--- src/rtl/note_recorder_if.sv ---
// Bus between the note recorder and its environment: the note input side
// (rec_en/clr/key_on/key), the pop-style read port and the FIFO status flags.
interface note_recorder_if #(
  parameter int DEPTH = 32,
  parameter int KEY_W = 4,
  parameter int DUR_W = 26
) ();
  localparam int CNT_W = $clog2(DEPTH) + 1;

  logic             rec_en;
  logic             clr;
  logic             key_on;
  logic [KEY_W-1:0] key;
  logic             rd_en;
  logic             rd_valid;
  logic [KEY_W-1:0] rd_key;
  logic [DUR_W-1:0] rd_dur;
  logic [CNT_W-1:0] count;
  logic             empty;
  logic             full;
  logic             overflow;

  // Driver side: player/keyboard plus the downstream consumer.
  modport master (
    output rec_en, clr, key_on, key, rd_en,
    input  rd_valid, rd_key, rd_dur, count, empty, full, overflow
  );

  // Recorder side.
  modport slave (
    input  rec_en, clr, key_on, key, rd_en,
    output rd_valid, rd_key, rd_dur, count, empty, full, overflow
  );
endinterface

--- src/rtl/note_recorder.sv ---
// Note recorder: measures how long each key is held (in clock cycles) and
// queues completed (key, duration) pairs in a FIFO drained via rd_en/rd_valid.
module note_recorder #(
  parameter int DEPTH = 32,
  parameter int KEY_W = 4,
  parameter int DUR_W = 26
) (
  input logic         clk,
  input logic         rst,
  note_recorder_if.slave bus
);
  localparam int PTR_W = $clog2(DEPTH);
  localparam int CNT_W = PTR_W + 1;
  localparam logic [DUR_W-1:0] DUR_MAX = {DUR_W{1'b1}};
  localparam logic [CNT_W-1:0] CNT_FULL = CNT_W'(DEPTH);

  typedef enum logic [0:0] {IDLE = 1'b0, HOLD = 1'b1} state_t;

  state_t           state_r, state_nxt_s;
  logic             key_on_q_r;
  logic [KEY_W-1:0] cur_key_r, cur_key_nxt_s;
  logic [DUR_W-1:0] dur_r, dur_nxt_s;
  logic             commit_s;

  logic [KEY_W+DUR_W-1:0] mem_r [DEPTH];
  logic [PTR_W-1:0] wr_ptr_r, rd_ptr_r;
  logic [CNT_W-1:0] count_r, count_nxt_s;
  logic             empty_r, full_r, overflow_r;
  logic             rd_valid_r;
  logic [KEY_W-1:0] rd_key_r;
  logic [DUR_W-1:0] rd_dur_r;
  logic             push_s, pop_s, drop_s;

  // Capture FSM: start on a rising key_on edge, count held cycles, commit on
  // release or on a key change while still held (legato).
  always_comb begin
    state_nxt_s   = state_r;
    cur_key_nxt_s = cur_key_r;
    dur_nxt_s     = dur_r;
    commit_s      = 1'b0;
    case (state_r)
      IDLE: begin
        if (bus.rec_en && !bus.clr && bus.key_on && !key_on_q_r) begin
          state_nxt_s   = HOLD;
          cur_key_nxt_s = bus.key;
          dur_nxt_s     = DUR_W'(1);
        end else begin
          state_nxt_s = IDLE;
        end
      end
      HOLD: begin
        if (!bus.rec_en || bus.clr) begin
          state_nxt_s = IDLE;
        end else if (!bus.key_on) begin
          commit_s    = 1'b1;
          state_nxt_s = IDLE;
        end else if (bus.key != cur_key_r) begin
          commit_s      = 1'b1;
          cur_key_nxt_s = bus.key;
          dur_nxt_s     = DUR_W'(1);
        end else if (dur_r != DUR_MAX) begin
          dur_nxt_s = dur_r + DUR_W'(1);
        end else begin
          dur_nxt_s = dur_r;
        end
      end
      default: state_nxt_s = IDLE;
    endcase
  end

  // FIFO control: a pop in the same cycle frees the slot a full-FIFO commit
  // needs; clr overrides both pop and commit.
  always_comb begin
    pop_s       = 1'b0;
    push_s      = 1'b0;
    drop_s      = 1'b0;
    count_nxt_s = count_r;
    if (bus.clr) begin
      count_nxt_s = {CNT_W{1'b0}};
    end else begin
      pop_s = bus.rd_en && !empty_r;
      if (commit_s) begin
        if (!full_r || pop_s) begin
          push_s = 1'b1;
        end else begin
          drop_s = 1'b1;
        end
      end else begin
        push_s = 1'b0;
      end
      case ({push_s, pop_s})
        2'b10:   count_nxt_s = count_r + CNT_W'(1);
        2'b01:   count_nxt_s = count_r - CNT_W'(1);
        default: count_nxt_s = count_r;
      endcase
    end
  end

  // State, pointers, status flags and the registered read port.
  always_ff @(posedge clk or posedge rst) begin
    if (rst) begin
      state_r    <= IDLE;
      key_on_q_r <= 1'b0;
      cur_key_r  <= {KEY_W{1'b0}};
      dur_r      <= {DUR_W{1'b0}};
      wr_ptr_r   <= {PTR_W{1'b0}};
      rd_ptr_r   <= {PTR_W{1'b0}};
      count_r    <= {CNT_W{1'b0}};
      empty_r    <= 1'b1;
      full_r     <= 1'b0;
      overflow_r <= 1'b0;
      rd_valid_r <= 1'b0;
      rd_key_r   <= {KEY_W{1'b0}};
      rd_dur_r   <= {DUR_W{1'b0}};
    end else begin
      state_r    <= state_nxt_s;
      key_on_q_r <= bus.key_on;
      cur_key_r  <= cur_key_nxt_s;
      dur_r      <= dur_nxt_s;
      count_r    <= count_nxt_s;
      empty_r    <= (count_nxt_s == {CNT_W{1'b0}});
      full_r     <= (count_nxt_s == CNT_FULL);
      rd_valid_r <= pop_s;
      if (bus.clr) begin
        wr_ptr_r   <= {PTR_W{1'b0}};
        rd_ptr_r   <= {PTR_W{1'b0}};
        overflow_r <= 1'b0;
      end else begin
        if (push_s) wr_ptr_r <= wr_ptr_r + PTR_W'(1);
        if (pop_s)  rd_ptr_r <= rd_ptr_r + PTR_W'(1);
        if (drop_s) overflow_r <= 1'b1;
      end
      if (pop_s) begin
        {rd_key_r, rd_dur_r} <= mem_r[rd_ptr_r];
      end
    end
  end

  // Entry storage; no reset needed since only written slots are ever read.
  always_ff @(posedge clk) begin
    if (push_s) begin
      mem_r[wr_ptr_r] <= {cur_key_r, dur_r};
    end
  end

  assign bus.rd_valid = rd_valid_r;
  assign bus.rd_key   = rd_key_r;
  assign bus.rd_dur   = rd_dur_r;
  assign bus.count    = count_r;
  assign bus.empty    = empty_r;
  assign bus.full     = full_r;
  assign bus.overflow = overflow_r;
endmodule

--- src/flat_wrapper.sv ---
// flat-port wrapper written by rule: the top's interface ports become plain ports
module note_recorder_flat 
#(
  parameter int DEPTH = 32,
  parameter int KEY_W = 4,
  parameter int DUR_W = 26
)
  (clk, rst, bus_rec_en, bus_clr, bus_key_on, bus_key, bus_rd_en, bus_rd_valid, bus_rd_key, bus_rd_dur, bus_count, bus_empty, bus_full, bus_overflow);
  note_recorder_if #(.DEPTH(DEPTH), .KEY_W(KEY_W), .DUR_W(DUR_W)) bus_i ();
  input logic clk;
  input logic rst;
  input wire logic [$bits(bus_i.rec_en)-1:0] bus_rec_en;
  input wire logic [$bits(bus_i.clr)-1:0] bus_clr;
  input wire logic [$bits(bus_i.key_on)-1:0] bus_key_on;
  input wire logic [$bits(bus_i.key)-1:0] bus_key;
  input wire logic [$bits(bus_i.rd_en)-1:0] bus_rd_en;
  output wire logic [$bits(bus_i.rd_valid)-1:0] bus_rd_valid;
  output wire logic [$bits(bus_i.rd_key)-1:0] bus_rd_key;
  output wire logic [$bits(bus_i.rd_dur)-1:0] bus_rd_dur;
  output wire logic [$bits(bus_i.count)-1:0] bus_count;
  output wire logic [$bits(bus_i.empty)-1:0] bus_empty;
  output wire logic [$bits(bus_i.full)-1:0] bus_full;
  output wire logic [$bits(bus_i.overflow)-1:0] bus_overflow;
  assign bus_i.rec_en = bus_rec_en;
  assign bus_i.clr = bus_clr;
  assign bus_i.key_on = bus_key_on;
  assign bus_i.key = bus_key;
  assign bus_i.rd_en = bus_rd_en;
  assign bus_rd_valid = bus_i.rd_valid;
  assign bus_rd_key = bus_i.rd_key;
  assign bus_rd_dur = bus_i.rd_dur;
  assign bus_count = bus_i.count;
  assign bus_empty = bus_i.empty;
  assign bus_full = bus_i.full;
  assign bus_overflow = bus_i.overflow;
  note_recorder #(.DEPTH(DEPTH), .KEY_W(KEY_W), .DUR_W(DUR_W)) u_core (.clk(clk), .rst(rst), .bus(bus_i));
endmodule
--- config.mk ---
export PLATFORM = sky130hd
export DESIGN_NAME = note_recorder_flat
export DESIGN_NICKNAME = d
export VERILOG_FILES = /design/src/rtl/note_recorder_if.sv /design/src/rtl/note_recorder.sv /design/src/flat_wrapper.sv
export SDC_FILE = /design/constraint.sdc
export NUM_CORES = 1
export LEC_CHECK = 0
export ABC_CLOCK_PERIOD_IN_PS = 7980
export CORE_ASPECT_RATIO = 0.5
export CORE_MARGIN = 4
export CORE_UTILIZATION = 60
export DETAILED_ROUTE_END_ITERATION = 16
export DONT_BUFFER_PORTS = 1
export PLACE_DENSITY = 0.73
export SLEW_MARGIN = 20
export SYNTH_ARGS = -nofsm -noshare
export SYNTH_HDL_FRONTEND = slang
export SYNTH_SLANG_ARGS = --single-unit
--- constraint.sdc ---
create_clock -name clk -period 7.98 [get_ports clk]
set_clock_uncertainty 0.2 [all_clocks]
set_input_delay 1.197 -clock clk [delete_from_list [all_inputs] [get_ports clk]]
set_output_delay 1.197 -clock clk [all_outputs]
set_load 0.02 [all_outputs]
Word-level counts from Yosys, hierarchy flattened

Memory sizes are Yosys's and may differ from the RTL's. A register that Yosys moved wholly into a read port is not among the register bits.
Index checks and enable logic that the tools add are counted.

Memory bits (writable): 960
Input bits: 10
Flip-flop bits (word level): 52
Logic and storage cells: 82
Output and inout port bits: 40
Memories: 1

Eq/ne operators: 10
Add/subtract/negate cells: 5
Mux-type cells: 37
Reduce and logical (&&, ||, !) cells: 17
Bitwise logic cells: 1

Memory list:

| name         | words | width | read ports | clocked after Yosys merged registers in | wr ports | line                | RTL |
|---|---|---|---|---|---|---|---|
| u_core.mem_r | 32    | 30    | 1          | 1                                       | 1        | note_recorder.sv:25 | `logic [KEY_W+DUR_W-1:0] mem_r [DEPTH];` |

Operators with widths:

| operator              | count |
|---|---|
| $mux 26               | 5 |
| $pmux 26 s2           | 1 |
| $add 26x1->26 const B | 1 |
| $ne 26x26->1 const B  | 1 |
| $mux 5                | 4 |
| $mux 1                | 19 |
| $mux 4                | 4 |
| $pmux 6 s2            | 1 |
| $add 5x1->5 const B   | 2 |
| $pmux 4 s2            | 1 |
| $reduce_and 4->1      | 2 |
| $add 6x1->6 const B   | 1 |
| $eq 6x6->1 const B    | 1 |
| $logic_not 6->1       | 1 |
| $mux 6                | 1 |
| $ne 2x2->1 const B    | 3 |
| $reduce_bool 2->1     | 3 |
| $sub 6x1->6 const B   | 1 |
| $logic_not 1->1       | 5 |
| $logic_and 1x1->1     | 4 |
| $ne 4x4->1            | 1 |
| $ne 3x3->1 const B    | 1 |
| $eq 2x1->1 const B    | 1 |
| $eq 2x2->1 const B    | 1 |
| 4 further kinds       | 5 |

Depth between registers and ports, before layout

Depth after elaboration: 11
Gate-level depth with buffers: 16
Depth with buffers taken out: 13

Least setup slack after synthesis

Ideal clock, no wire load.

Kind: input to register
Start: in bus_clr
End: reg u_core.full_r, in the netlist u_core.bus.full
Arrival: 4085 ps
Setup slack: 3607 ps
Buffers on the path: 3
Cell stages on the path: 16
Path through: clkbuf_1 > nor2b_1 > nand2_1 > a221oi_1 > clkbuf_1 > inv_1 > ha_1 > clkbuf_1 > xor2_1 > ha_1 > nor3b_1 > o32ai_1 > xor2_1 > a211oi_1 > o211ai_1 > nor3b_1

Word-level cells in the longest chain between the ends: 9
Elaborated cells on any way between the ends: 10
Classes of those cells: 3 x eq/ne; 6 x mux; 1 x reduce/logical

Ends and longest elaborated chain:

| element                                  | line                 | RTL |
|---|---|---|
| from (decl)                              | flat_wrapper.sv:13   | `input wire logic [$bits(bus_i.clr)-1:0] bus_clr;` |
| $logic_or 1x1->1                         | note_recorder.sv:52  | `if (!bus.rec_en \|\| bus.clr) begin` |
| $mux 1                                   | note_recorder.sv:52  |  |
| $mux 1                                   | note_recorder.sv:41  | `case (state_r)` |
| $mux 1                                   | note_recorder.sv:82  | `if (commit_s) begin` |
| $mux 1                                   | note_recorder.sv:78  | `if (bus.clr) begin` |
| $eq 2x1->1 or $eq 2x2->1 (tied branches) | note_recorder.sv:91  | `case ({push_s, pop_s})` |
| $pmux 6 s2                               | note_recorder.sv:91  |  |
| $mux 6 *                                 | note_recorder.sv:78  |  |
| $eq 6x6->1 *                             | note_recorder.sv:122 | `full_r <= (count_nxt_s == CNT_FULL);` |
| to (signal assigned)                     | note_recorder.sv:122 |  |
| to (decl)                                | note_recorder.sv:28  | `logic empty_r, full_r, overflow_r;` |

Every way passes the cells marked *; elsewhere a longest branch is shown, timed or not. The select of a mux whose other input is x is not followed.
A chain may end at the register's enable or synchronous reset.

Worst setup path in the final report

Start: reg u_core.cur_key_r[1]
End: reg u_core.full_r, in the netlist u_core.bus.full

Word-level cells in the longest chain between the ends: 11
Elaborated cells on any way between the ends: 12
Classes of those cells: 4 x eq/ne; 8 x mux

Ends and longest elaborated chain:

| element                                  | line                 | RTL |
|---|---|---|
| from (decl)                              | note_recorder.sv:21  | `logic [KEY_W-1:0] cur_key_r, cur_key_nxt_s;` |
| from (signal assigned)                   | note_recorder.sv:104 | `cur_key_r <= {KEY_W{1'b0}};` |
| from (signal assigned)                   | note_recorder.sv:118 | `cur_key_r <= cur_key_nxt_s;` |
| $ne 4x4->1 *                             | note_recorder.sv:57  | `end else if (bus.key != cur_key_r) begin` |
| $mux 1 *                                 | note_recorder.sv:57  |  |
| $mux 1 *                                 | note_recorder.sv:54  | `end else if (!bus.key_on) begin` |
| $mux 1 *                                 | note_recorder.sv:52  |  |
| $mux 1 *                                 | note_recorder.sv:41  |  |
| $mux 1 *                                 | note_recorder.sv:82  |  |
| $mux 1 *                                 | note_recorder.sv:78  |  |
| $eq 2x1->1 or $eq 2x2->1 (tied branches) | note_recorder.sv:91  |  |
| $pmux 6 s2 *                             | note_recorder.sv:91  |  |
| $mux 6 *                                 | note_recorder.sv:78  |  |
| $eq 6x6->1 *                             | note_recorder.sv:122 |  |

Marked as above.

==> results.md <==
- CP delay by family, top: compound AO/OA/AOI/OAI gates
- Ys flop type: edfxtp_1
- Worst r2r path cells: 15
- Critical Path AT: 4.93 ns
- FF+latch count, synth: 1042
- Power Total: 10.81 mW
- GRT Max-Usage Layer: met1
- GR Util met1: 0.3913
- Critical Path Source: u_core.cur_key_r[1]
- Crit-path max FO: 34
- Initial antenna violation count: 3
- Vias per inst: 6.551
- Post-synth EDFFs: 960
- Routed wire per std cell: 29.17 um
- CTS tree: done
- Clock buffer depth: 3
- Most area-consuming cells after synthesis: edfxtp_1 70%, mux4_2 9.9%, dfrtp_1 4.9%, mux2_2 2.6%, mux2i_1 2.3%
- First-pass GRT wire length: 132.8 mm
- Post-CTS setup buffers: 0
- Filler instances: 4120
- CP max stage cell: dfrtp_2
- P_leak: 14.09 nW
- Status: finished clean
- Number of global-route vias before repair: 19.84k
- Post-synth ARST share: 0.07869
- Final ANT Viol Nets: 0
- Most frequent cells in the layout: 960 x edfxtp_1, 180 x mux4_2, 95 x mux2_2
- Pre-Repair DR Iteration Count: 6
- Syn nets: 2083
- FF-to-FF End: u_core.bus.full
- Mapped Cells: 2064
- DP HPWL: 49.39 mm
- PD cells: 238.2 nW/um^2
- Post-route cell area: 45380 sq um
- Final period utilization: 0.5747
- Initial Util: 0.6086
- TritonCTS Buffers: 87
- WP depth: 15
- Final std cells w/o fill: 3074
- Rows: 67
- GR Util met3: 0.04718
- Core Area: 67320 sq um
- Clock sink count: 1042
- Critical-path cell list: xor2_1, nor4_2, buf_4, a221oi_1, clkbuf_2, inv_1, ha_1, xor2_1, ha_1, nor3b_1, o32ai_1, xor2_1, a211oi_1, o211ai_1, nor3b_1
- Grt ovf: 0
- Unique masters post-synth: 53
- VDD IR max: 0.1659 mV
- Register-to-register setup slack: 3.39 ns
- Buffers on Ports: 0
- Detailed Route WL: 89.68 mm
- Worst setup endpoint: u_core.bus.full
- Pre-CTS setup slack: 2.726 ns
- Detailed-route via count: 20.14k
- Worst Setup End Kind: register
- Post-layout nets: 2123
- Largest net degree at the start of global routing: 114
- DR DRC count: 0
- Crit path kind: reg2reg
- Most common cell after layout, fill and taps aside: edfxtp_1
- Final worst setup slack: 3.394 ns
- # setup viols final: 0
- CTS clk-pin slew, worst paths: 0.06 ns
- Worst slew margin: 0.2473
- Worst hold path type: in2async
- Post-Syn Area: 40970 sq um
- Tightest Pin Transition: 1.126 ns
- Post-CTS sizing: 0
- Fraction of layout cells with a size suffix above 1: 0.2696
- DIE WIDTH: 377.5 um
- Met2 usage: 0.3739
- Crit-path max cell delay: 0.75 ns
- H-Tree Depth: 3
- Gpl congestion: 0.8304
- # hold bufs at CTS: 0
- Register area share after synthesis: 0.7538
- F_max: 0.2181 GHz
- Reg-to-Reg Start: u_core.cur_key_r[1]
- Critical path's most frequent cell: xor2_1
- Avg Synthesized Cell Area: 19.85 sq um
- Max Cap Viol: 0
- Fin. max-slew vios: 0
- Largest area contributor in the netlist: edfxtp_1
- Hold WS: 0.2902 ns
- Post-synth top area share: 0.7036
- Placement Cell Area: 42330 sq um
- Clock latency on the worst-skew pair: 0.65 ns
- Root buffer cell: clkbuf_16
- Total track usage: 0.2523
- Min Clock Period, post-route: 4.586 ns
- Layout Utilization: 0.6741
- Final hold vios: 0
- Die footprint: 72780 sq um
- Drt initial violations: 2786
- RSZ-0062 raised after global routing: no
- Yosys warns: 0
- Fin Setup TNS: 0 ns
- Multi-input gate area: 9768 sq um
- Die Ht: 192.8 um
- Ports: 50
- CP required: 8.33 ns
- Layout area overhead: 10.76%
- ANT cells: 0
- FF/Latch Area: 30900 sq um
- Cells after DPL: 2904
- Worst path buffer plus inverter count: 3
- Worst setup SP type: register
-- area by class of cell --
cell class | instances | area share
Timing Repair Buffer | 64 | 0.01461
Inverter | 11 | 0.0009651
Clock inverter | 44 | 0.009651
Tap cell | 897 | 0.02473
Clock buffer | 118 | 0.05369
Multi-Input combinational cell | 898 | 0.2153
Sequential cell | 1042 | 0.6811
-- report_power, final --
group	leakage [nW]	internal (mW)	switching [mW]
logic	2.70	0.157	0.139
clock network	1.40	2.41	1.87
registers	9.99	6.01	0.226
-- synth_stat cells (5+ instances only) --
| library cell | number |
|---|---|
| a21oi_1 | 40 |
| a221oi_1 | 31 |
| a221oi_2 | 30 |
| and2_1 | 7 |
| buf_1 | 7 |
| buf_2 | 32 |
| buf_6 | 8 |
| clkbuf_1 | 62 |
| dfrtp_1 | 81 |
| edfxtp_1 | 960 |
| ha_1 | 9 |
| inv_1 | 10 |
| mux2_2 | 95 |
| mux2i_1 | 93 |
| mux4_2 | 180 |
| nand2_1 | 86 |
| nand3_1 | 17 |
| nand3b_1 | 5 |
| nand4_1 | 16 |
| nor2_1 | 105 |
| nor2b_1 | 7 |
| nor3b_1 | 34 |
| o21ai_0 | 40 |
| o221a_2 | 30 |
| xnor2_1 | 7 |
| xor2_1 | 29 |
-- flip-flops by register name (all words and copies together) (netlist names) --
register and count:
u_core.key_on_q_r 1, u_core.cur_key_r 4, u_core.bus.overflow 1, u_core.dur_r 26, u_core.mem_r 960, u_core.rd_ptr_r 5
u_core.bus.empty 1, u_core.bus.rd_valid 1, u_core.state_r 1, u_core.bus.rd_dur 26, u_core.bus.rd_key 4, u_core.bus.count 6
u_core.bus.full 1, u_core.wr_ptr_r 5
-- worst min-delay path by stage --
| stage | from | to | slack (ns) | cells past startpoint |
|---|---|---|---|---|
| floorplan | u_core.wr_ptr_r[0] | u_core.wr_ptr_r[0] | 0.33 | 1 |
| global placement | u_core.wr_ptr_r[0] | u_core.wr_ptr_r[0] | 0.38 | 1 |
| detailed placement | u_core.wr_ptr_r[0] | u_core.wr_ptr_r[0] | 0.40 | 1 |
| CTS | rst | u_core.bus.full | 0.29 | 1 |
| global route | rst | u_core.bus.count[5] | 0.30 | 1 |
| finish | rst | u_core.bus.full | 0.29 | 1 |
-- worst register-to-register path: cells and delay by family, from the launching register on --
kind / cells / cell delay, ns
xor gates and xnor gates: 3 / 0.61
and+or+nand+nor: 3 / 0.46
adders and majority gates: 2 / 0.58
DFF: 1 / 0.75
AOI/OAI and AO/OA: 4 / 1.29
buffers and inverters: 3 / 0.59
-- metal layers --
metal	routed length [um]	vias to the layer above
met1	38540	10518
li1	-	8490
met2	40190	1002
met5	13	-
met3	8729	126
met4	2207	2
-- logic make-up (layout without fill, tap and decap cells) --
kind of cell             after synthesis  count (layout)  share of synthesized area
XOR/XNOR                              36              36                   0.007696
AO/OA/AOI/OAI                        184             184                    0.03830
AND/OR/NAND/NOR                      301             301                    0.03555
multiplexers                         368             368                     0.1478
flip-flops                          1042            1042                     0.7538
buffers and inverters                124             237                    0.01417
adder cells (fa/ha/maj)                9               9                   0.002749
No activity file was read; power rests on OpenSTA's default activity.
==> RTL change 1, RTL diff (config.mk and constraints unchanged) <==
Reset style: synchronous (`rst`), changed in one clocked block.
--- a/src/rtl/note_recorder.sv
+++ b/src/rtl/note_recorder.sv
@@ -97,7 +97,7 @@
   end
 
   // State, pointers, status flags and the registered read port.
-  always_ff @(posedge clk or posedge rst) begin
+  always_ff @(posedge clk) begin
     if (rst) begin
       state_r    <= IDLE;
       key_on_q_r <= 1'b0;
Formal check against the unedited RTL: differs if rst is asserted again (counterexample within 4 cycles, from zero or initial values and one cycle with rst high); with rst held inactive, the same outputs for 4 cycles.
==> RTL change 1 against the original RTL <==
- design area decreased by 3.2%
- critical endpoint is now u_core.mem_r[29][1]
- global-route usage increased by 0.42 points
- routed wire length decreased by 0.12%
- sequential cell count unchanged
- area after synthesis decreased by 2.1%
- worst setup slack improved by 0.62 ns
- critical path type unchanged
- first-iteration DRC count increased by 6.4%
Power is not compared: it rests on default switching activity, and its combinational part moved more than twofold at a synthesized area within 25%.
==> RTL change 1: results (changes against the original RTL) <==
Clock tree:
- The number of buffers created by CTS is 85 (-2.3%).

Critical path:
- The endpoint of the lowest-slack register-to-register path is u_core.mem_r[29][1].
- The critical path's largest stage delay is 1.08 ns (+0.33 ns).
- The arrival time of the worst setup path is 4.00 ns (-0.93 ns).
- The worst reg-to-reg setup slack came to 4.02 ns (+0.62 ns).
- The length in cells of the worst reg-to-reg path is 6 (-9).

GRT:
- The met2 capacity usage during global routing is 37.9% (+0.50 points).
- The initial antenna violation count came to 2 (-1).
- The overall track demand over capacity in global routing is 25.6% (+0.42 points).
- The number of global-route vias before repair was 19000 (-4.0%).

Layout:
- The filler cell count in the final layout came to 4048 (-1.7%).
- The fraction of layout instances using a drive strength above 1 came to 23.8% (-3.1 points).
- The net count of the finished layout is 1954 (-8.0%).

Synth:
- Ranked by instance count, the synthesized netlist is headed by edfxtp_1 (960), mux4_2 (270), nor2_1 (92).
- The xor-xnor portion of the synthesized cell area is 0.306% (-0.46 points).
- The area fraction in compound gates after synthesis is 2.86% (-0.97 points).
- The average instance area after synthesis came to 20.9 sq um (+5.2%).
- The multiplexer share of the synthesized area is 15.4% (+0.59 points).
- The sequential-to-total area share from yosys stat came to 76.0% (+0.61 points).
- The number of nets produced by synthesis is 1940 (-6.9%).
- The count of cell types in the netlist is 59 (+11%).

Timing:
- The tightest slew margin relative to the limit was 26.0% (+1.2 points).

Outcome:
- The run finished with clean final reports.

Routing:
- The highest layer used for signal routing is met4.
- The length of the first detailed-routing pass in iterations is 5 (-1).
- The total routed wirelength came to 89600 um (-0.12%).
- The met3 wire length came to 8860 um (+1.5%).

Place:
- The routability congestion estimate from global placement is 0.880 (+5.9%).
- The post-placement setup slack is 3.42 ns (+0.695 ns).
- The count of placed standard cells including taps is 2725 (-6.2%).
- The post-DP HPWL is 51100 um (+3.4%).
-- RTL change 1: final cells by class --
class | count | area (sq um) | area share, %
Sequential cell | 1042 | 30500 | 69.4
Antenna cell | 1 | 2.50 | 0.00569
Tap cell | 884 | 1110 | 2.52
Timing Repair Buffer | 34 | 413 | 0.940
Inverter | 13 | 48.8 | 0.111
Clock buffer | 121 | 2380 | 5.41
Multi-Input combinational cell | 759 | 9280 | 21.1
Clock inverter | 29 | 216 | 0.493
-- RTL change 1: tightest hold or removal path: cells and delay by family (launching register included) --
kind	cells	cell delay, ns
and+or+nand+nor	1	0.07
DFF	1	0.36
xor gates and xnor gates	1	0.08
-- RTL change 1: power by group --
part | internal (mW) | leakage, nW | total (mW) | switching (mW)
Sequential | 5.88 | 10.4 | 5.88 | 0.00495
Combinational | 0.00839 | 2.43 | 0.0320 | 0.0236
Clock | 2.17 | 1.26 | 4.00 | 1.83
-- RTL change 1: through the flow --
| stage | power [mW] | cell area (sq um) |
|---|---|---|
| global placement | 6.03 | 41100 |
| detailed placement | 6.03 | 41100 |
| floorplan | 6.02 | 40100 |
| finish | 9.91 | 43900 |
| global route | 10.2 | 43900 |
| CTS | 9.95 | 43700 |
-- RTL change 1: worst max-delay path by stage --
stage,startpoint,to,slack [ns],depth (start not counted)
final,u_core.cur_key_r[0],u_core.mem_r[29][1],4.02,6
after global routing,u_core.cur_key_r[0],u_core.bus.full,3.81,13
after CTS,u_core.cur_key_r[0],u_core.mem_r[22][5],3.99,6
after floorplan,bus_key[0],u_core.mem_r[28][0],3.85,5
after global placement,bus_rec_en,u_core.mem_r[20][26],3.51,5
after detailed placement,bus_rec_en,u_core.mem_r[22][4],3.42,5
==> RTL change 2, RTL diff (config.mk and constraints unchanged) <==
Made on the original files. `DEPTH` is set to 32 in 3 places; all go to 16.
--- a/src/rtl/note_recorder_if.sv
+++ b/src/rtl/note_recorder_if.sv
@@ -1,7 +1,7 @@
 // Bus between the note recorder and its environment: the note input side
 // (rec_en/clr/key_on/key), the pop-style read port and the FIFO status flags.
 interface note_recorder_if #(
-  parameter int DEPTH = 32,
+  parameter int DEPTH = 16,
   parameter int KEY_W = 4,
   parameter int DUR_W = 26
 ) ();
--- a/src/rtl/note_recorder.sv
+++ b/src/rtl/note_recorder.sv
@@ -1,7 +1,7 @@
 // Note recorder: measures how long each key is held (in clock cycles) and
 // queues completed (key, duration) pairs in a FIFO drained via rd_en/rd_valid.
 module note_recorder #(
-  parameter int DEPTH = 32,
+  parameter int DEPTH = 16,
   parameter int KEY_W = 4,
   parameter int DUR_W = 26
 ) (
--- a/src/flat_wrapper.sv
+++ b/src/flat_wrapper.sv
@@ -1,7 +1,7 @@
 // flat-port wrapper written by rule: the top's interface ports become plain ports
 module note_recorder_flat 
 #(
-  parameter int DEPTH = 32,
+  parameter int DEPTH = 16,
   parameter int KEY_W = 4,
   parameter int DUR_W = 26
 )
Interface: changed (resized bus_count); port bits go from 50 to 49. The function was not compared with the original's and may differ.
==> RTL change 2 against the original RTL <==
- non-clock buffer count fell by 38
- cell count down 44%
- area after synthesis down 46%
- via count shrank 42%
- routed wire length is 47% lower
- worst setup slack improved by 0.32 ns
- design area is 46% lower
- total power fell by 43%
- maximum frequency is 7.5% higher
- sequential power decreased by 44%
- first-iteration DRC count shrank 50%
- sequential cell count shrank 483
- critical endpoint unchanged
- largest power group unchanged
==> RTL change 2: results (changes against the original RTL) <==
Synth:
- The count of cell types in the netlist is 57 (+7.5%).
- The number of synthesized flops with an enable pin is 480 (-50%).
- The sequential-to-total area share from yosys stat is 73.9% (-1.5 points).
- The number of nets produced by synthesis is 1218 (-42%).
- The count of synthesis-stage warnings from yosys is 0 (unchanged).
- The primary flip-flop cell chosen by synthesis mapping is edfxtp_1.
- The fraction of registers with async set/reset is 14.1% (+6.3 points).
- By area the synthesized netlist is led by edfxtp_1 (65%), mux4_2 (9.9%), dfrtp_1 (8.8%), mux2i_1 (2.9%), mux2_2 (1.3%).
- The commonest cells after synthesis are edfxtp_1 (480), mux4_2 (98), dfrtp_1 (78).

Clock tree:
- The level count of the clock H-tree is 2 (-1).
- The number of buffers created by CTS is 46 (-47%).
- The post-CTS repair timing setup buffer count is 0 (unchanged).
- The source-to-sink clock delay at the later pin of the worst-skew pair is 0.56 ns (-0.09 ns).

Pwr:
- The maximum vdd ir drop came to 0.163 mV (-1.6%).
- The switching portion of total power is 22.7% (+2.0 points).
- The leakage power figure is 7.76 nW (-45%).

Routing:
- The total routed wirelength is 47800 um (-47%).
- The total via count after detailed routing was 11600 (-42%).
- The number of DRC markers in iteration 0 is 1394 (-50%).
- The length of the first detailed-routing pass in iterations is 7 (+1).

GRT:
- The first-pass GRT wire length is 72600 um (-45%).
- The number of global-route vias before repair was 11600 (-41%).
- The largest net degree at the start of global routing is 82 (-28%).
- The initial antenna violation count was 0 (-3).
- The overall track demand over capacity in global routing came to 24.5% (-0.77 points).

Layout:
- The count of inserted antenna diode cells is 0 (unchanged).
- The fraction of layout instances using a drive strength above 1 came to 19.7% (-7.2 points).
- The filler cell count in the final layout is 2293 (-44%).
- The relative area change from synthesis to final layout is 9.77%.
- The number of flip-flops under the largest register name is 480 (-50%).

Timing:
- The transition at the pin with the smallest max-transition slack is 1.14 ns (+0.00953 ns).

Critical path:
- The worst reg-to-reg setup slack is 3.72 ns (+0.32 ns).
- The length in cells of the worst reg-to-reg path came to 13 (-2).
- The setup path with the least slack is of type register to register.
- The arrival time of the worst setup path was 4.54 ns (-0.39 ns).
- The worst register-to-register path begins at u_core.cur_key_r[2].
- The critical path's slowest cell is dfrtp_1.
- The maximum net fanout on the critical path came to 18 (-47%).

Place:
- The routability congestion estimate from global placement came to 0.865 (+4.2%).
- The post-DP HPWL came to 26000 um (-47%).
- The post-placement cell area was 22800 sq um (-46%).

Outcome:
- The run finished with clean final reports.
[RTL change 2: cell types whose count changed after synthesis, sizes merged, moves of 26 or more]
cell / before / now
a221oi: 61 / 1
mux4: 180 / 98
xor2: 29 / 3
nand2: 86 / 51
o221a: 30 / 0
mux2: 95 / 25
clkbuf: 62 / 33
mux2i: 93 / 65
edfxtp: 960 / 480
nor3b: 34 / 2
nor2: 105 / 22
[RTL change 2: cell type report]
cell class	instances	area share, %
Tap cell	484	2.49
Multi-Input combinational cell	562	22.7
Sequential cell	559	67.4
Timing Repair Buffer	26	0.920
Inverter	15	0.242
Clock inverter	24	1.23
Clock buffer	60	5.07
[RTL change 2: per-layer routing]
metal	vias up	share of wire (%)	routed length, um	track usage [%]
met3	58	9.5	4550	4.92
li1	4870	-	-	-
met4	0	1.4	648	5.01
met2	601	47	22400	37.9
met1	6089	42	20300	37.2
met5	-	0	0	0
[RTL change 2: per-stage QoR]
| step | hold slack, ns | worst slack [ns] | total power, mW | cells |
|---|---|---|---|---|
| after floorplan | 0.312 | 2.99 | 3.80 | 1199 |
| after global placement | 0.340 | 3.40 | 3.90 | 1645 |
| after detailed placement | 0.373 | 3.38 | 3.91 | 1645 |
| after CTS | 0.195 | 3.77 | 6.20 | 1729 |
| after global routing | 0.201 | 3.50 | 6.38 | 1730 |
| final | 0.212 | 3.72 | 6.16 | 1730 |
[RTL change 2: worst max-delay path, delay by kind of cell, from the launching register on]
kind	cells	cell delay (ns)
mux	2	0.58
flops	1	0.74
buf+inv	2	0.32
xor+xnor	2	0.43
fa+ha+maj	2	0.53
compound gates	2	0.44
simple gates	3	0.93
[RTL change 2: worst min-delay path by stage]
stage	end	slack (ns)	cells past startpoint
3_5_place_dp	u_core.wr_ptr_r[0]	0.37	1
2_1_floorplan	u_core.wr_ptr_r[0]	0.31	1
4_1_cts	u_core.bus.count[1]	0.20	1
6_report	u_core.bus.count[1]	0.21	1
5_1_grt	u_core.bus.count[2]	0.20	1
3_3_place_gp	u_core.wr_ptr_r[0]	0.34	1
[RTL change 2: cell families after synthesis]
family,synth area share (%)
XOR/XNOR,0.355
AND/OR/NAND/NOR,5.29
AO/OA/AOI/OAI,4.29
flip-flops,73.9
adder cells (fa/ha/maj),0.508
multiplexers,14.2
buffers and inverters,1.51
[RTL change 2: power by group through the flow]
stage | logic [mW] | registers [mW] | clock network (mW)
6_report | 0.388 | 3.46 | 2.32
4_1_cts | 0.395 | 3.46 | 2.35
5_1_grt | 0.430 | 3.47 | 2.49
3_5_place_dp | 0.391 | 3.52 | 0
2_1_floorplan | 0.340 | 3.46 | 0
3_3_place_gp | 0.384 | 3.52 | 0
